==> src/rtl/instruction_register_mb.sv <==
// instruction_register_mb: multi-byte instruction register capturing an opcode plus 0..MAX_OPERANDS operand bytes
// Ports: clk/clr (sync active-high clear); Li_bar loads opcode or next operand byte; Ei_bar drives the operand;
// w_bus_data/operand_count in; instruction_bus, w_bus_operand, w_bus_oe, instr_ready, operand_index, count_error out.
module instruction_register_mb #(
   parameter int DATA_WIDTH   = 8,
   parameter int OPCODE_WIDTH = 8,
   parameter int MAX_OPERANDS = 2,
   localparam int CW          = $clog2(MAX_OPERANDS + 1)
) (
   input  logic                               clk,
   input  logic                               clr,
   input  logic                               Li_bar,
   input  logic                               Ei_bar,
   input  logic [DATA_WIDTH-1:0]              w_bus_data,
   input  logic [CW-1:0]                      operand_count,
   output logic [OPCODE_WIDTH-1:0]            instruction_bus,
   output logic [MAX_OPERANDS*DATA_WIDTH-1:0] w_bus_operand,
   output logic                               w_bus_oe,
   output logic                               instr_ready,
   output logic [CW-1:0]                      operand_index,
   output logic                               count_error
);
   typedef enum logic [1:0] {EMPTY, OPERAND, READY} state_t;
   localparam logic [CW-1:0] MAX_N = CW'(MAX_OPERANDS);
   state_t state, nxt;
   logic [MAX_OPERANDS*DATA_WIDTH-1:0] operands;
   logic [CW-1:0] remaining;
   logic load, opcode_load, over, last;
   logic [CW-1:0] n_in;
   assign load        = ~Li_bar;
   assign opcode_load = load & (state != OPERAND);
   assign over        = operand_count > MAX_N;
   assign n_in        = over ? MAX_N : operand_count;
   assign last        = (operand_index + CW'(1)) == remaining;
   always_ff @(posedge clk)
      if (clr) state <= EMPTY;
      else     state <= nxt;
   always_comb begin
      nxt = state;
      if (opcode_load) nxt = (n_in == '0) ? READY : OPERAND;
      else if (load && state == OPERAND && last) nxt = READY;
   end
   always_ff @(posedge clk) begin
      if (clr) begin
         instruction_bus <= '0;
         operands        <= '0;
         operand_index   <= '0;
         remaining       <= '0;
         count_error     <= 1'b0;
      end else if (opcode_load) begin
         instruction_bus <= w_bus_data[DATA_WIDTH-1 -: OPCODE_WIDTH];
         operands        <= '0;
         operand_index   <= '0;
         remaining       <= n_in;
         count_error     <= count_error | over;
      end else if (load && state == OPERAND) begin
         for (int i = 0; i < MAX_OPERANDS; i++)
            if (operand_index == CW'(i)) operands[i*DATA_WIDTH +: DATA_WIDTH] <= w_bus_data;
         operand_index <= operand_index + CW'(1);
      end
   end
   // instr_ready comes straight from the state flop, so it is registered
   assign instr_ready   = state == READY;
   assign w_bus_oe      = instr_ready & ~Ei_bar;
   assign w_bus_operand = w_bus_oe ? operands : '0;
endmodule

==> config.mk <==
export PLATFORM = sky130hd
export DESIGN_NAME = instruction_register_mb
export DESIGN_NICKNAME = d
export VERILOG_FILES = /design/src/rtl/instruction_register_mb.sv
export SDC_FILE = /design/constraint.sdc
export NUM_CORES = 1
export LEC_CHECK = 0
export CAP_MARGIN = 25
export CORE_MARGIN = 2
export CORE_UTILIZATION = 47
export CTS_CLUSTER_SIZE = 28
export DETAILED_ROUTE_END_ITERATION = 12
export PLACE_DENSITY = 0.81
export SYNTH_ARGS = -nofsm -noshare
export SYNTH_HDL_FRONTEND = slang
export SYNTH_SLANG_ARGS = --single-unit
==> constraint.sdc <==
create_clock -name clk -period 2 [get_ports clk]
set_input_delay 0.4 -clock clk [delete_from_list [all_inputs] [get_ports clk]]
set_output_delay 0.4 -clock clk [all_outputs]
set_load 0.005 [all_outputs]
# Word-level counts from Yosys, hierarchy flattened
# Index checks and enable logic that the tools add are counted.
[word_totals]
ff_bits = 31
latch_bits = 0
mem_bits_rw = 0
romBits = 0
input_bits = 14
out_inout_bits = 29
mem_count = 0
[classes]
n_addsub = 1
multipliers = 0
div = 0
order_cmp = 1
eq_ne = 5
n_shift = 0
muxes = 5
n_bitwise = 5
reduce_logical = 8
[op_table]
columns = ["operator", "n"]
rows = [
  ["two-way mux 16 bit", 1],
  ["two-way mux 2 bit", 4],
  ["equality test 2 x 1 -> 1 bit (second input constant)", 2],
  ["zero test 2 bit", 2],
  ["AND reduction 2 bit", 2],
  ["adder 2 x 1 -> 2 bit (second input constant)", 1],
  ["bitwise AND 1 bit", 2],
  ["equality test 2 bit", 1],
  ["equality test 2 bit (second input constant)", 1],
  ["greater-than comparator 2 bit (second input constant)", 1],
  ["logical AND 1 bit", 2],
  ["!= test 2 x 1 -> 1 bit (second input constant)", 1],
  ["NOT 1 bit", 2],
  ["nonzero test 2 bit", 1],
  ["OR reduction 2 bit", 1],
  ["bitwise OR 1 bit", 1],
]

# Depth between registers and ports, before layout
# Gate-level depths: netlist of the first run.
[logic_depth]
depth_word = 5
mapped_depth = 6
depth_no_buf = 5

# Least setup slack after synthesis of the first run
# No wires, ideal clock.
[synth_timing]
kind = "reg2out"
startpoint = "reg state[1]"
endpoint = "out w_bus_operand[10]"
t_arrival_ps = 1038
t_required_ps = 1600
setup_slack_ps = 562
stages_incl_launch_ff = 5
path_buffers = 1
path_cell_list = "dfxtp_1 inv_1 nor3_2 buf_2 and2_1"
[synth_via]
elab_chain_len = 3
[synth_lines]
columns = ["item", "line", "rtl"]
rows = [
  ["start: declaration", "25", "state_t state, nxt;"],
  ["start signal: assignment", "37", "else state <= nxt;"],
  ["equality test 2 bit", "63", "assign instr_ready = state == READY;"],
  ["bitwise AND 1 bit", "64", "assign w_bus_oe = instr_ready & ~Ei_bar;"],
  ["via w_bus_oe", "18", "output logic w_bus_oe,"],
  ["two-way mux 16 bit", "65", "assign w_bus_operand = w_bus_oe ? operands : '0;"],
  ["end: declaration", "17", "output logic [MAX_OPERANDS*DATA_WIDTH-1:0] w_bus_operand,"],
]
# The timed path passes the listed nets, and every way through them passes these cells.

# Worst setup path after layout of the first run
[layout_timing]
startpoint = "reg state[1]"
endpoint = "out w_bus_operand[5]"
[layout_via]
elab_chain_len = 3
[layout_lines]
columns = ["item", "line"]
rows = [
  ["equality test 2 bit", "63"],
  ["bitwise AND 1 bit", "64"],
  ["two-way mux 16 bit", "65"],
]
# No other way between the ends.

==> flow_metrics.env, run 1 <==
export IMPL_outcome="finished, final reports clean"
export IMPL_numCtsBuffers=5
export IMPL_cts_tree="done"
export IMPL_fillers=209
export IMPL_ir_drop_mv=0.6953
export IMPL_die_area_mm2=0.003297
export IMPL_grt_pass1_wl_um=5630
export IMPL_yosys_warnings=0
export IMPL_period_share_pct=97.99
export IMPL_antenna_cells=0
export IMPL_cts_sinks=31
export IMPL_cts_hold_buf=0
export IMPL_clock_skew_ps=3.378
export IMPL_drv_slew=0
export IMPL_netlist_area_mm2=0.001341
export IMPL_wl_per_cell_um=14.53
export IMPL_setup_viol=0
export IMPL_p_sw_mw=0.3289
export IMPL_htreeDepth=2
export IMPL_grt_pass1_vias=1163
export IMPL_die_h_um=57.42
export IMPL_grt_overflow=0
export IMPL_cts_buffer_depth=2
export IMPL_worstSkewPairLatency_ps=320
export IMPL_grt_use_met1_pct=27.82
export IMPL_grt_util_met2_pct=36.36
export IMPL_worstSetupPathType="reg -> out"
export IMPL_finalSetupTns_ps=0
export IMPL_core_area_mm2=0.002734
export IMPL_nets=220
export IMPL_worst_slew_pin_slew_ps=667.0
export IMPL_maxCapViolCount=0
export IMPL_ys_types=27
export IMPL_slew_headroom_pct=55.44
export IMPL_drcViolationCount=0
export IMPL_hold_viol=0
export IMPL_grt_usage_pct=22.53
export IMPL_p_leak_nw=0.7848
export IMPL_port_buffers=42
export IMPL_synth_fp_nets=163
export IMPL_p_clk_share_pct=31.4
export IMPL_avgSynthCellArea_um2=9.124
export IMPL_place_gp_congestion=0.7687
export IMPL_ys_seq_area_share_pct=46.27
export IMPL_end_kind="output pin"
export IMPL_hold_path_class="reg -> reg"
export IMPL_antenna_left=0
export IMPL_grtUsageMet3_pct=6.349
export IMPL_switching_share_pct=25.25
export IMPL_required_ps=1600
export IMPL_multi_input_area_um2=654.4
export IMPL_grt_setup_unrepaired="yes"
export IMPL_synth_cells=147
export IMPL_drt_total_wl_um=3429
export IMPL_fmax_ghz=0.5103
export IMPL_cp_start_kind="register"
export IMPL_drtIter0Drc=14
export IMPL_floorplan_initialDensity_pct=49.06
export IMPL_drive_gt1_share_pct=17.56
export IMPL_holdWs_ps=476.0
export IMPL_layout_area_seq_um2=625.6
export IMPL_grt_max_degree=18
export IMPL_combPwrFrac_pct=17.8
export IMPL_antenna_found_initial=0
export IMPL_pwr_share_seq_pct=50.8
export IMPL_grt_busiest_layer="met2"
export IMPL_ys_seq_elements=31
export IMPL_cp_data_arrival_time_ps=1560
export IMPL_worstPathMaxFanout=4
export IMPL_die_width_um=57.42
export IMPL_vias=1257
export IMPL_syn_to_final_growth_pct=45.90
export IMPL_dr_pass1_iters=4
export IMPL_p_per_area_mw_per_mm2=665.8
export IMPL_finalCriticalPeriod_ps=1960
export IMPL_p_int_mw=0.9739
export IMPL_clk_pin_slew_worst_paths_ps=90
export IMPL_dp_hpwl_um=2217
export IMPL_num_rows=19
export IMPL_viasPerCell=5.326
export IMPL_ios=43
export IMPL_cts_root_buf="clkbuf_4"
[power by group through the flow]
stage	clock network [mW]	logic (mW)	registers (mW)
4_1_cts	0.413	0.226	0.662
3_5_place_dp	0	0.200	0.677
3_3_place_gp	0	0.195	0.676
5_1_grt	0.430	0.253	0.664
2_1_floorplan	0	0.103	0.674
6_report	0.409	0.232	0.662
[cells by family after synthesis]
| kind of cell | after synthesis | synth area share [%] |
|---|---|---|
| adder cells (fa/ha/maj) | 2 | 1.865 |
| buffers and inverters | 14 | 5.409 |
| flip-flops | 31 | 46.27 |
| AO/OA/AOI/OAI | 27 | 10.82 |
| AND/OR/NAND/NOR | 54 | 21.74 |
| XOR/XNOR | 3 | 1.959 |
| multiplexers | 16 | 11.94 |
[synthesized netlist by cell type, drive strengths merged]
cell | number | area [µm²]
and3 | 1 | 6.260
clkbuf | 4 | 16.26
inv | 4 | 15.01
nor3 | 1 | 10.01
a31oi | 1 | 6.260
o21ai | 11 | 55.05
and4bb | 2 | 25.02
nand2b | 1 | 6.260
ha | 2 | 25.02
nand3 | 10 | 50.05
a41oi | 1 | 8.760
xnor2 | 1 | 8.760
nand4b | 1 | 8.760
mux2i | 16 | 160.2
a21o | 1 | 7.510
and2 | 16 | 100.1
a21oi | 12 | 60.06
nand2 | 2 | 7.510
buf | 6 | 41.28
nor2b | 1 | 6.260
dfxtp | 31 | 620.6
o211ai | 1 | 7.510
nor2 | 19 | 71.32
xor2 | 2 | 17.52
[registers in the layout, indices dropped and copies added (netlist names)]
name,count
operands,16
remaining,2
count_error,1
instruction_bus,8
state,2
operand_index,2
[path summary, 6_finish.rpt]
kind	start	end	slack, ps	cells past startpoint
worst min-delay path	operand_index[1]	operand_index[1]	480	2
worst max register to register	state[0]	state[1]	410	4
worst max-delay path	state[1]	w_bus_operand[5]	40	7
worst min register to register	operand_index[1]	operand_index[1]	480	2
[worst max-delay path, cell delays in order (launching register included)]
cell     delay, ps
dfxtp_2        340
inv_2           60
nor3_4         240
buf_4          160
buf_6          100
buf_4          100
and2_1         120
buf_2          110
[routing by layer]
layer	wire, µm	up-vias
met5	0	-
met4	63	0
met3	176	7
met2	1714	37
met1	1474	601
li1	-	612
[repair_timing]
action,4_1_cts,5_1_grt
cloned,2,0
gates resized for setup,36,19
buffers inserted,6,3
hold endpoints to repair,0,0
pin swaps,1,1
endpoints found under the setup margin,17,8
[through the flow]
| step | setup WS, ps | cells | util [%] | cell area, µm² | power (mW) |
|---|---|---|---|---|---|
| after CTS | -29.48 | 233 | 71.17 | 1946 | 1.300 |
| after floorplan | 561.8 | 147 | - | 1341 | 0.7763 |
| after detailed placement | -211.5 | 217 | 66.59 | 1821 | 0.8778 |
| after global routing | -30.74 | 236 | 71.58 | 1957 | 1.347 |
| after global placement | -155.8 | 217 | 66.59 | 1821 | 0.8709 |
| final | 40.25 | 236 | 71.58 | 1957 | 1.303 |
[placed cells by master (no fill, tap or decap), drive strengths merged]
cell type / instances
clkdlybuf4s15: 9
nand4b: 1
buf: 23
nand3: 10
a41oi: 1
xnor2: 1
nor3: 1
o21ai: 11
and2: 16
ha: 2
clkbuf: 10
inv: 4
dlygate4sd2: 2
clkdlybuf4s50: 24
mux2i: 16
nor2: 19
nand2b: 1
a31oi: 1
o211ai: 1
xor2: 2
a21o: 1
a21oi: 12
nor2b: 1
nand2: 2
and4bb: 2
dfxtp: 31
and3: 1
[area by class of cell]
cell class	count	share of cell area (%)
Sequential cell	31	31.97
Timing Repair Buffer	60	28.32
Tap cell	31	1.982
Inverter	4	0.7673
Multi-Input combinational cell	102	33.44
Clock buffer	8	3.517
Note: power is estimated with default switching activity, not from simulation.
==> inputs of run 2 (changes only) <==
--- a/config.mk
+++ b/config.mk
@@ -8,6 +8,7 @@
 export CAP_MARGIN = 25
 export CORE_MARGIN = 2
 export CORE_UTILIZATION = 47
+export CTS_BUF_LIST = sky130_fd_sc_hd__clkbuf_8
 export CTS_CLUSTER_SIZE = 28
 export DETAILED_ROUTE_END_ITERATION = 12
 export PLACE_DENSITY = 0.81
==> run 2 against run 1 <==
Combinational power shrank 3%. Register-to-register slack gained 40 ps. Design area grew 1.2%.
==> flow_metrics.env, run 2 (synthesized netlist as in run 1, its figures left out) <==
export IMPL_grt_max_degree=18
export IMPL_stdcell_area_mm2=0.001979
export IMPL_grt_setup_unrepaired="no"
export IMPL_drcViolationCount=0
export IMPL_port_buffers=42
export IMPL_antenna_found_initial=0
export IMPL_viasPerCell=5.369
export IMPL_hold_viol=0
export IMPL_die_h_um=57.42
export IMPL_cts_sinks=31
export IMPL_final_cell_mix="dfxtp_1 (29), clkdlybuf4s50_1 (24), nor2_1 (19)"
export IMPL_cts_buffer_depth=2
export IMPL_drive_gt1_share_pct=15.35
export IMPL_cts_root_buf="clkbuf_8"
export IMPL_antenna_left=0
export IMPL_clk_pin_slew_worst_paths_ps=60
export IMPL_finalCriticalPeriod_ps=1953
export IMPL_required_ps=1600
export IMPL_numCtsBuffers=5
export IMPL_final_common_cell="dfxtp_1"
export IMPL_drv_slew=0
export IMPL_die_width_um=57.42
export IMPL_period_share_pct=97.65
export IMPL_num_rows=19
export IMPL_utilization_pct=72.40
export IMPL_dp_hpwl_um=2217
export IMPL_ir_drop_mv=0.7682
export IMPL_drt_total_wl_um=3457
export IMPL_outcome="finished, final reports clean"
export IMPL_antenna_cells=0
export IMPL_top_regs="operands (16), instruction_bus (8)"
export IMPL_cts_tree="done"
export IMPL_floorplan_initialDensity_pct=49.06
export IMPL_vias=1251
export IMPL_nets=217
export IMPL_grt_usage_pct=23.00
export IMPL_top_register="operands"
export IMPL_finalSetupTns_ps=0
export IMPL_p_per_area_mw_per_mm2=722.4
export IMPL_worst_slew_pin_slew_ps=666.8
export IMPL_cts_hold_buf=0
export IMPL_grt_pass1_vias=1165
export IMPL_cp_start_kind="register"
export IMPL_hold_path_class="reg -> reg"
export IMPL_grt_pass1_wl_um=5637
export IMPL_post_dp_cell_area_mm2=0.001821
export IMPL_power_mw=1.430
export IMPL_clock_skew_ps=1.648
export IMPL_core_area_mm2=0.002734
export IMPL_wl_per_cell_um=14.84
export IMPL_grt_overflow=0
export IMPL_maxCapViolCount=0
export IMPL_dr_pass1_iters=4
export IMPL_drtIter0Drc=23
export IMPL_setup_viol=0
export IMPL_die_area_mm2=0.003297
export IMPL_worstSkewPairLatency_ps=290
export IMPL_worstSetupPathType="reg -> out"
export IMPL_syn_to_final_growth_pct=47.57
export IMPL_worstPathMaxFanout=7
export IMPL_end_kind="output pin"
export IMPL_place_gp_congestion=0.7687
export IMPL_ios=43
export IMPL_largest_reg_flops=16
export IMPL_cp_data_arrival_time_ps=1550
export IMPL_htreeDepth=2
export IMPL_fmax_ghz=0.5120
export IMPL_p_leak_nw=0.8191
export IMPL_slew_headroom_pct=55.45
==> run 2: cell count changes in the layout (fill, tap and decap cells not counted) <==
cell	before	now
inv_1	3	4
dlygate4sd2_1	2	11
dfxtp_4	1	2
buf_4	13	9
dfxtp_2	1	0
buf_2	5	3
clkbuf_8	2	7
clkdlybuf4s15_1	9	2
buf_12	2	3
clkbuf_4	5	0
clkbuf_1	1	0
==> run 2: per-layer routing <==
metal,share of wire [%],up-vias,track usage [%]
met5,0,-,0
met2,48,33,35.23
met3,6.2,9,9.297
li1,-,604,-
met1,43,605,27.82
met4,2.6,0,11.63
==> run 2: path summary, 6_finish.rpt <==
path | start | to | slack [ps] | cells past startpoint
setup / recovery | state[0] | w_bus_operand[7] | 50 | 6
hold / removal | count_error | count_error | 470 | 2
setup reg to reg | state[1] | state[1] | 450 | 4
hold reg to reg | count_error | count_error | 470 | 2
==> run 2: metrics by stage <==
step	hold WS, ps	instances	setup WS [ps]
after floorplan	451.5	147	561.8
after global placement	455.8	217	-155.8
after detailed placement	462.7	217	-211.5
after CTS	473.0	231	33.91
after global routing	498.0	233	7.709
final	470.5	233	47.05
==> run 2: worst max-delay path, cell delays in order, from the launching register on <==
cell	delay, ps
dfxtp_4	370
nor3_4	280
buf_4	170
buf_6	90
buf_4	110
and2_1	130
buf_2	110
==> run 2: repair_timing <==
| action | CTS | global route |
|---|---|---|
| buffers inserted | 4 | 2 |
| endpoints found under the hold margin | 0 | 0 |
| setup endpoints to repair | 17 | 7 |
| pin swaps | 1 | 0 |
| resized for setup | 36 | 7 |
| cloned | 2 | 0 |
==> run 2: where the power goes <==
part	switching, mW	internal (mW)	total (mW)
combinational	0.105	0.120	0.225
clock	0.232	0.308	0.540
sequential	0.0206	0.645	0.665
total	0.357	1.07	1.43
==> run 2: cell type report <==
cell class | count | area [µm²]
clock buffers | 7 | 96.34
fillers | 221 | 754.5
repair buffers | 57 | 543.0
well taps | 31 | 38.79
multi-input cells | 102 | 654.4
flip-flops and latches | 31 | 628.1
inverters | 4 | 15.01
clock inverters | 1 | 3.754
